File: src/rtl/instr_fetch_queue_pkg.sv
// Shared fetch-path constants and the FIFO entry layout, common with decode and the cpu top.
package instr_fetch_queue_pkg;

  localparam int unsigned INSTR_W = 32;
  localparam int unsigned PC_W    = 32;
  localparam int unsigned ENTRY_W = PC_W + INSTR_W;

  localparam logic [PC_W-1:0] PC_STEP          = 32'd4;
  localparam logic [PC_W-1:0] RESET_PC_DEFAULT = 32'h0000_0000;

  typedef struct packed {
    logic [PC_W-1:0]    pc;
    logic [INSTR_W-1:0] instr;
  } fetch_entry_t;

  // Instructions are word aligned, so the low two target bits carry no meaning.
  function automatic logic [PC_W-1:0] align_pc(input logic [PC_W-1:0] pc);
    return pc & 32'hFFFF_FFFC;
  endfunction

endpackage

File: src/rtl/fetch_fifo.sv
// Synchronous FIFO holding fetched {pc, instr} entries; head is read straight from storage registers.
module fetch_fifo #(
  parameter int unsigned DEPTH = 4,
  parameter int unsigned WIDTH = 64
) (
  input  logic                     clk,
  input  logic                     rst_n,
  input  logic                     flush,
  input  logic                     push,
  input  logic [WIDTH-1:0]         push_data,
  input  logic                     pop,
  output logic                     head_valid,
  output logic [WIDTH-1:0]         head_data,
  output logic [$clog2(DEPTH):0]   count
);

  localparam int unsigned PTR_W = $clog2(DEPTH);
  localparam int unsigned CNT_W = PTR_W + 1;
  localparam logic [PTR_W-1:0] PTR_ONE = PTR_W'(1'b1);
  localparam logic [CNT_W-1:0] CNT_ONE = CNT_W'(1'b1);
  localparam logic [CNT_W-1:0] CNT_MAX = CNT_W'(DEPTH);

  logic [WIDTH-1:0] mem_r [DEPTH];
  logic [PTR_W-1:0] wr_ptr_r;
  logic [PTR_W-1:0] rd_ptr_r;
  logic [CNT_W-1:0] count_r;
  logic             push_s;
  logic             pop_s;

  // Accept pop only when occupied; a push into a full queue only when a pop frees a slot.
  always_comb begin
    pop_s      = pop && (count_r != {CNT_W{1'b0}});
    push_s     = push && ((count_r != CNT_MAX) || pop_s);
    head_valid = (count_r != {CNT_W{1'b0}});
    head_data  = mem_r[rd_ptr_r];
    count      = count_r;
  end

  // Pointer and occupancy bookkeeping; flush empties the queue and ignores that cycle's push/pop.
  always_ff @(posedge clk) begin
    if (!rst_n) begin
      wr_ptr_r <= {PTR_W{1'b0}};
      rd_ptr_r <= {PTR_W{1'b0}};
      count_r  <= {CNT_W{1'b0}};
    end else if (flush) begin
      wr_ptr_r <= {PTR_W{1'b0}};
      rd_ptr_r <= {PTR_W{1'b0}};
      count_r  <= {CNT_W{1'b0}};
    end else begin
      if (push_s) begin
        wr_ptr_r <= wr_ptr_r + PTR_ONE;
      end
      if (pop_s) begin
        rd_ptr_r <= rd_ptr_r + PTR_ONE;
      end
      case ({push_s, pop_s})
        2'b10:   count_r <= count_r + CNT_ONE;
        2'b01:   count_r <= count_r - CNT_ONE;
        default: count_r <= count_r;
      endcase
    end
  end

  // Entry storage; contents are don't-care while the slot is unoccupied.
  always_ff @(posedge clk) begin
    if (rst_n && !flush && push_s) begin
      mem_r[wr_ptr_r] <= push_data;
    end
  end

endmodule

File: src/rtl/instr_fetch_queue.sv
// Fetch control: issues sequential word reads under a credit limit, buffers returns, and redirects on taken jumps.
module instr_fetch_queue
  import instr_fetch_queue_pkg::*;
#(
  parameter int unsigned      DEPTH    = 4,
  parameter logic [PC_W-1:0]  RESET_PC = RESET_PC_DEFAULT
) (
  input  logic               clk,
  input  logic               rst_n,
  output logic               imem_en,
  output logic [PC_W-1:0]    imem_addr,
  input  logic [INSTR_W-1:0] imem_rdata,
  input  logic               redirect_valid,
  input  logic [PC_W-1:0]    redirect_pc,
  output logic               instr_valid,
  output logic [INSTR_W-1:0] instr,
  output logic [PC_W-1:0]    instr_pc,
  input  logic               instr_ready
);

  localparam int unsigned CNT_W = $clog2(DEPTH) + 1;
  localparam logic [CNT_W:0] DEPTH_OCC = (CNT_W + 1)'(DEPTH);

  logic [PC_W-1:0]  fetch_pc_r;
  logic [PC_W-1:0]  inflight_pc_r;
  logic             inflight_r;
  logic             drop_r;

  logic [CNT_W-1:0] count_s;
  logic [CNT_W:0]   occupancy_s;
  logic             head_valid_s;
  logic             pop_s;
  logic             push_s;
  logic             issue_s;
  fetch_entry_t     push_entry_s;
  fetch_entry_t     head_entry_s;

  // Credit check counts the outstanding read as occupied so the queue can never overflow.
  always_comb begin
    pop_s              = head_valid_s && instr_ready && !redirect_valid;
    push_s             = inflight_r && !drop_r && !redirect_valid;
    occupancy_s        = {1'b0, count_s} + {{CNT_W{1'b0}}, inflight_r} - {{CNT_W{1'b0}}, pop_s};
    issue_s            = rst_n && !redirect_valid && (occupancy_s < DEPTH_OCC);
    push_entry_s.pc    = inflight_pc_r;
    push_entry_s.instr = imem_rdata;
    imem_en            = issue_s;
    imem_addr          = fetch_pc_r;
    instr_valid        = head_valid_s;
    instr              = head_entry_s.instr;
    instr_pc           = head_entry_s.pc;
  end

  // Fetch PC, outstanding-read tracking and the post-redirect drop flag.
  always_ff @(posedge clk) begin
    if (!rst_n) begin
      fetch_pc_r    <= RESET_PC;
      inflight_pc_r <= RESET_PC;
      inflight_r    <= 1'b0;
      drop_r        <= 1'b0;
    end else if (redirect_valid) begin
      fetch_pc_r    <= align_pc(redirect_pc);
      inflight_r    <= 1'b0;
      drop_r        <= inflight_r;
    end else begin
      drop_r <= 1'b0;
      if (issue_s) begin
        fetch_pc_r    <= fetch_pc_r + PC_STEP;
        inflight_pc_r <= fetch_pc_r;
        inflight_r    <= 1'b1;
      end else begin
        inflight_r    <= 1'b0;
      end
    end
  end

  fetch_fifo #(
    .DEPTH (DEPTH),
    .WIDTH (ENTRY_W)
  ) u_fetch_fifo (
    .clk        (clk),
    .rst_n      (rst_n),
    .flush      (redirect_valid),
    .push       (push_s),
    .push_data  (push_entry_s),
    .pop        (pop_s),
    .head_valid (head_valid_s),
    .head_data  (head_entry_s),
    .count      (count_s)
  );

endmodule

File: config.mk
export PLATFORM = sky130hd
export DESIGN_NAME = instr_fetch_queue
export DESIGN_NICKNAME = d
export VERILOG_FILES = /design/src/rtl/instr_fetch_queue_pkg.sv /design/src/rtl/fetch_fifo.sv /design/src/rtl/instr_fetch_queue.sv
export SDC_FILE = /design/constraint.sdc
export NUM_CORES = 1
export LEC_CHECK = 0
export BUFFER_PORTS_ARGS = -buffer_cell sky130_fd_sc_hd__buf_4
export CORE_UTILIZATION = 25
export DETAILED_ROUTE_END_ITERATION = 6
export PLACE_DENSITY_LB_ADDON = 0.2
export SLEW_MARGIN = 20
export SYNTH_ARGS = -nofsm -noshare
export SYNTH_HDL_FRONTEND = slang
export SYNTH_SLANG_ARGS = --single-unit
File: constraint.sdc
create_clock -name clk -period 3 [get_ports clk]
set_clock_uncertainty 0.05 [all_clocks]
set_input_delay 0.3 -clock clk [delete_from_list [all_inputs] [get_ports clk]]
set_output_delay 0.3 -clock clk [all_outputs]
set_load 0.01 [all_outputs]
**After elaboration in Yosys (flattened, before gate mapping)**

Memories as Yosys holds them, arrays and structs flattened. A register that Yosys moved wholly into a read port is not among the register bits.
Index checks and enable logic that the tools add are counted.

- Register bits: 73
- Memory bits (writable): 256
- Output and inout bits: 98
- Memories: 1

Memories:

| memory | depth | width | rd ports | clocked after Yosys merged registers in | wr ports | line | source |
|---|---|---|---|---|---|---|---|
| u_fetch_fifo.mem_r | 4 | 64 | 1 | 1 | 1 | fetch_fifo.sv:23 | `logic [WIDTH-1:0] mem_r [DEPTH];` |

- Add/sub/neg operators: 7
- Order comparisons: 1
- Eq/ne operators: 3
- Muxes and demuxes: 8
- Bitwise logic cells: 2
- Reduce and logical (&&, ||, !) cells: 18

Operators by type and width:

| operator | count |
|---|---|
| 2-to-1 mux 32 bit | 2 |
| adder 32 x 3 -> 32 bit, second input constant | 1 |
| logical AND 1 bit | 9 |
| case mux 3 bit (2 select lines) | 1 |
| adder 2 x 1 -> 2 bit, second input constant | 2 |
| adder 3 x 1 -> 4 bit | 1 |
| < comparator 4 x 3 -> 1 bit, second input constant | 1 |
| 2-to-1 mux 2 bit | 2 |
| AND reduction 2 bit | 2 |
| nonzero test 2 bit | 2 |
| subtractor 4 x 1 -> 4 bit | 1 |
| adder 3 x 1 -> 3 bit, second input constant | 1 |
| 2-to-1 mux 1 bit | 3 |
| inequality test 3 bit, second input constant | 1 |
| nonzero test 3 bit | 1 |
| subtractor 3 x 1 -> 3 bit, second input constant | 1 |
| equality test 2 x 1 -> 1 bit, second input constant | 1 |
| equality test 2 bit, second input constant | 1 |
| logical NOT 1 bit | 2 |
| NOT 1 bit | 2 |
| OR reduction 2 bit | 1 |
| logical OR 1 bit | 1 |

**Longest topological paths before layout**

- Word-level depth: 9
- Gate-level depth with buffers: 13
- Gate-level depth less buffers: 10

**By module**

Synthesis repeated with hierarchy kept, for this count alone.

- Cell total of the unflattened synthesis: 738
- Area, all modules: 12,838.6 um^2

By module, submodules not included:

| module | instances | cells each | area each (um^2) |
|---|---|---|---|
| fetch_fifo | 1 | 392 | 9,723.1 |
| instr_fetch_queue | 1 | 346 | 3,115.5 |

**Worst setup path after synthesis**

OpenSTA, ideal clock, no wires.

- Path kind: register to register
- From: reg u_fetch_fifo.count_r[0] (netlist: u_fetch_fifo.count[0])
- To: reg fetch_pc_r[31] (netlist: imem_addr[31])
- Library setup time: 0.086 ns
- Arrival time: 3.186 ns
- Path slack: -0.322 ns
- Stages on the path, launching flop included: 13
- Buffers on the path: 2
- Cell sequence: dfxtp_1 -> or3_1 -> and3_1 -> clkbuf_1 -> ha_1 -> inv_1 -> ha_1 -> and3b_4 -> or4_4 -> buf_6 -> a311oi_2 -> mux2_1 -> a211oi_1

- Word-level cells in the longest chain between the ends: 7

RTL lines:

| what | line | source |
|---|---|---|
| start: declaration | fetch_fifo.sv:26 | `logic [CNT_W-1:0] count_r;` |
| start signal: assignment | fetch_fifo.sv:44 | `count_r <= {CNT_W{1'b0}};` |
| start signal: assignment | fetch_fifo.sv:48 | `count_r <= {CNT_W{1'b0}};` |
| start signal: assignment | fetch_fifo.sv:57 | `2'b10: count_r <= count_r + CNT_ONE;` |
| nonzero test 3 bit | fetch_fifo.sv:34 | `head_valid = (count_r != {CNT_W{1'b0}});` |
| via instr_valid | instr_fetch_queue.sv:15 | `output logic instr_valid,` |
| logical AND 1 bit (2 in series) | instr_fetch_queue.sv:40 | `pop_s = head_valid_s && instr_ready && !redirect_valid;` |
| subtractor 4 x 1 -> 4 bit | instr_fetch_queue.sv:42 | `occupancy_s = {1'b0, count_s} + {{CNT_W{1'b0}}, inflight_r} - {{CNT_W{1'b0}}, pop_s};` |
| < comparator 4 x 3 -> 1 bit | instr_fetch_queue.sv:43 | `issue_s = rst_n && !redirect_valid && (occupancy_s < DEPTH_OCC);` |
| logical AND 1 bit | instr_fetch_queue.sv:43 |  |
| nonzero test 2 bit (no source line) | -- |  |
| end signal: assignment | instr_fetch_queue.sv:61 | `fetch_pc_r <= align_pc(redirect_pc);` |
| end signal: assignment | instr_fetch_queue.sv:67 | `fetch_pc_r <= fetch_pc_r + PC_STEP;` |
| end: declaration | instr_fetch_queue.sv:24 | `logic [PC_W-1:0] fetch_pc_r;` |

The timed path passes the listed nets, and every way through them passes these cells.
A chain may end at the register's enable or synchronous reset.

**Worst setup path in the final report**

- From: reg u_fetch_fifo.count_r[1] (netlist: u_fetch_fifo.count[1])
- To: out imem_en

- Word-level cells in the longest chain between the ends: 6

RTL lines:

| what | line | source |
|---|---|---|
| branches (longest 3 deep; another with adder 3 x 1 -> 4 bit) | -- |  |
| subtractor 4 x 1 -> 4 bit (*) | instr_fetch_queue.sv:42 |  |
| < comparator 4 x 3 -> 1 bit (*) | instr_fetch_queue.sv:43 |  |
| logical AND 1 bit (*) | instr_fetch_queue.sv:43 |  |
| end: declaration | instr_fetch_queue.sv:10 | `output logic imem_en,` |

Mark *: on every way between the ends.

==> summary.md <==
| Metric | Value |
|---|---|
| Fillers | around 5k |
| Clk buf depth | 3 |
| WL per Instance | a little under 20 um |
| GP Congestion | slightly above 0.7 |
| Syn avg cell area | about 17 um^2 |
| Sequential cell fraction of total power | approximately 50% |
| TritonRoute pass-1 iters | 4 |
| Congestion Overflow GR | 0 |
| Drt drc | 0 |
| Hold endpoint | imem_addr[3] |
| R2R setup slack | -0.04 ns |
| First-pass GRT wire length | between 40000 and 50000 um |
| Tmin final | between 3 and 4 ns |
| Async set-or-reset flop fraction in the synthesized netlist | 0% |
| Register cell area after layout | ~0.0089 mm^2 |
| Comb pwr share | between 5 and 6% |
| Initial core utilization | roughly a quarter |
| HPWL Detailed | approximately 21000 um |
| Static leakage | a little under 0.006 uW |
| Clock power share | a little over two fifths |
| Switch share | ~22% |
| Crit path max fanout | 2 |
| Most frequent cells in the layout | edfxtp_1 (248), buf_4 (188), dfxtp_1 (67) |
| # IOs | 166 |
| Number of library cell types mapped by synthesis | 52 |
| Worst setup EP type | output port |
| Initial antenna violation count | 0 |
| Failing checks | setup timing |
| Antenna cells | 0 |
| Min-delay worst type | primary input to register |
| VDD IR max | around 0.30 mV |
| Required time of the critical path | 2.65 ns |
| H-tree level count | 2 |
| Most common cell after layout, fill and taps aside | edfxtp_1 |
| DR iter-0 viols | 342 |
| Pwr Density | 566 mW/mm^2 |
| Crit Path Class | register to output port |
| Worst R2R Start | u_fetch_fifo.count[1] |
| Area grow syn2layout | 35.8% |
| Post-Synthesis Cells | approximately 730 |
| Vias in the first global route | about 7.6k |
| Rel. slew slack | ~62% |
| Worst hold start | redirect_pc[3] |
| Crit path launch type | register |
| Yosys warns | 0 |
| Largest net degree at the start of global routing | between 50 and 60 |
| Overall routed net length | around 33000 um |
| CP Launch Point | u_fetch_fifo.count[1] |
| WHS Path Cells | 3 |
| Multi-input logic area | about 0.0038 mm^2 |
| Number of setup violations in the final report | 7 |
| R2R depth | 13 |
| Share of cells above drive strength 1 | a little under two fifths |
| TritonCTS buffer count | 39 |
| Dominant register cell in the synthesized netlist | edfxtp_1 |
| Reg clk slew, reported paths | around 0.060 ns |
| Sequential-to-total area share from yosys stat | between 70% and 80% |
| Synth Register Bits | approximately 320 |
| Setup_tns | -0.503 ns |
| FF-to-FF End | imem_addr[20] |
| Core area | ~0.05 mm^2 |
| Final Slew Violations | 0 |
| Switching power total | ~2200 uW |
| Die Height | around 230 um |
| DR vias/cell | around 4.3 |
| Clk Latency, worst-skew pair | approximately 0.54 ns |
| Post-route antenna net violation count | 0 |
| Int Pwr | around 7500 uW |
| Final Worst Setup Slack | -0.311 ns |
| DR vias | roughly 7.4k |
| CTS root buf | clkbuf_16 |
| Global Route Usage Sum | around 13% |
| Nets | about 1.1k |
| Post-layout util | between 30 and 40% |
| Syn Std Cell Area | between 0.01 and 0.015 mm^2 |
| Part of the cycle the worst path needs | 110% |
| EDFF count, synth | ~250 |
| Hold Fails Final Rpt | 0 |
| Clock sink total | approximately 320 |
| CTS tree | yes |
| Die Area | 0.0514 mm^2 |
| Worst slew pin tran | between 0.5 and 0.6 ns |
| Synth top area cells | edfxtp_1 (59%), dfxtp_1 (11%), mux4_2 (11%) |
| I/O Buffers | between 150 and 200 |
| Overall Power | roughly 9700 uW |
| RSZ-0062 raised after global routing | true |
| Row count | 82 |
| Status | finished, violations left |
| CP Data Arrival Time | between 2 and 3 ns |
| Max Cap Viol | 0 |
| Post-synth top area share | 59.0% |
| Max Fclk | slightly above 300 MHz |
| Die Width | 227 um |
| Most area-hungry cell type in the Yosys netlist | edfxtp_1 |
-- worst max path at each step --
| stage | to | slack, ns | cells after the start |
|---|---|---|---|
| after detailed placement | imem_addr[11] | -0.20 | 11 |
| final | imem_en | -0.31 | 11 |
| after floorplan | imem_addr[31] | -0.20 | 12 |
| after global routing | imem_en | -0.41 | 11 |
| after CTS | imem_en | -0.42 | 11 |
| after global placement | imem_addr[31] | -0.19 | 10 |
-- registers in the layout, summed over array words and instances, names as in the netlist, named ones only --
name                   flops
u_fetch_fifo.rd_ptr_r      2
drop_r                     1
inflight_r                 1
u_fetch_fifo.count         3
u_fetch_fifo.wr_ptr_r      2
imem_addr                 30
inflight_pc_r             30
u_fetch_fifo.mem_r       248
-- worst max-delay path, stage by stage, from the launching register on --
cell and delay, ns:
dfxtp_2 0.32, or3_4 0.38, and3_4 0.17, ha_4 0.16, inv_4 0.05, ha_4 0.19, and3b_4 0.18, buf_6 0.11
or4_4 0.45, a31oi_4 0.19, buf_8 0.14, buf_6 0.09
-- Yosys cell counts (2+ instances only) --
master and count:
nand3_1 11, nand2b_1 2, nor2b_1 32, a211oi_1 5
ha_1 8, mux4_2 62, and3_1 10, inv_2 2
and4_1 9, and2_1 2, nand2_1 18, edfxtp_1 248
dfxtp_1 71, a31oi_1 12, mux2i_1 34, buf_4 5
a311oi_2 12, nor2_1 13, buf_1 2, nand4_1 11
o21ai_0 17, xnor2_1 24, inv_1 8, buf_2 9
o21ai_1 12, nor3_1 6, buf_6 6, a21oi_1 23
clkbuf_1 28
-- per-layer routing --
layer	GRT usage, %	vias up	part of all wire, %
met4	3.49	0	1.9
met5	0	-	0
li1	-	3410	-
met2	20.9	166	49
met3	3.12	47	4.9
met1	16.9	3732	45
-- power by group through the flow --
stage	Combinational, uW	Clock (uW)	Sequential, uW
global placement	459	0	4980
detailed placement	464	0	4980
CTS	537	4440	4890
floorplan	207	0	4970
finish	553	4280	4890
global route	602	4590	4900
-- cell families after synthesis --
family / synth area share, %
compound gates: 5.19
xor+xnor: 1.73
fa+ha+maj: 0.951
buf+inv: 2.38
flops: 70.2
mux: 13.8
other cells: 0.0297
simple gates: 5.68
-- metrics by stage --
step	hold WS [ns]	std cells	area, um^2	worst slack, ns
2_1_floorplan	0.349	728	12700	-0.203
3_3_place_gp	0.438	1549	14900	-0.187
3_5_place_dp	0.437	1549	14900	-0.201
4_1_cts	0.00763	1680	16800	-0.422
5_1_grt	0.0525	1691	17200	-0.412
6_report	0.0464	1691	17200	-0.311
-- repair_timing --
item	in CTS	in global routing
cloned	1	4
setup buffers	4	7
pin swaps	10	28
hold endpoints to repair	152	0
gates resized for setup	21	27
hold buffers	56	0
endpoints found under the setup margin	58	58
-- final cells by class --
class | count | share of cell area (%)
well taps | 672 | 4.90
multi-input cells | 350 | 22.1
flip-flops and latches | 319 | 51.7
inverters | 10 | 0.233
clock buffers | 49 | 5.97
repair buffers | 270 | 14.3
clock inverters | 21 | 0.744
No activity file was read; power rests on OpenSTA's default activity.
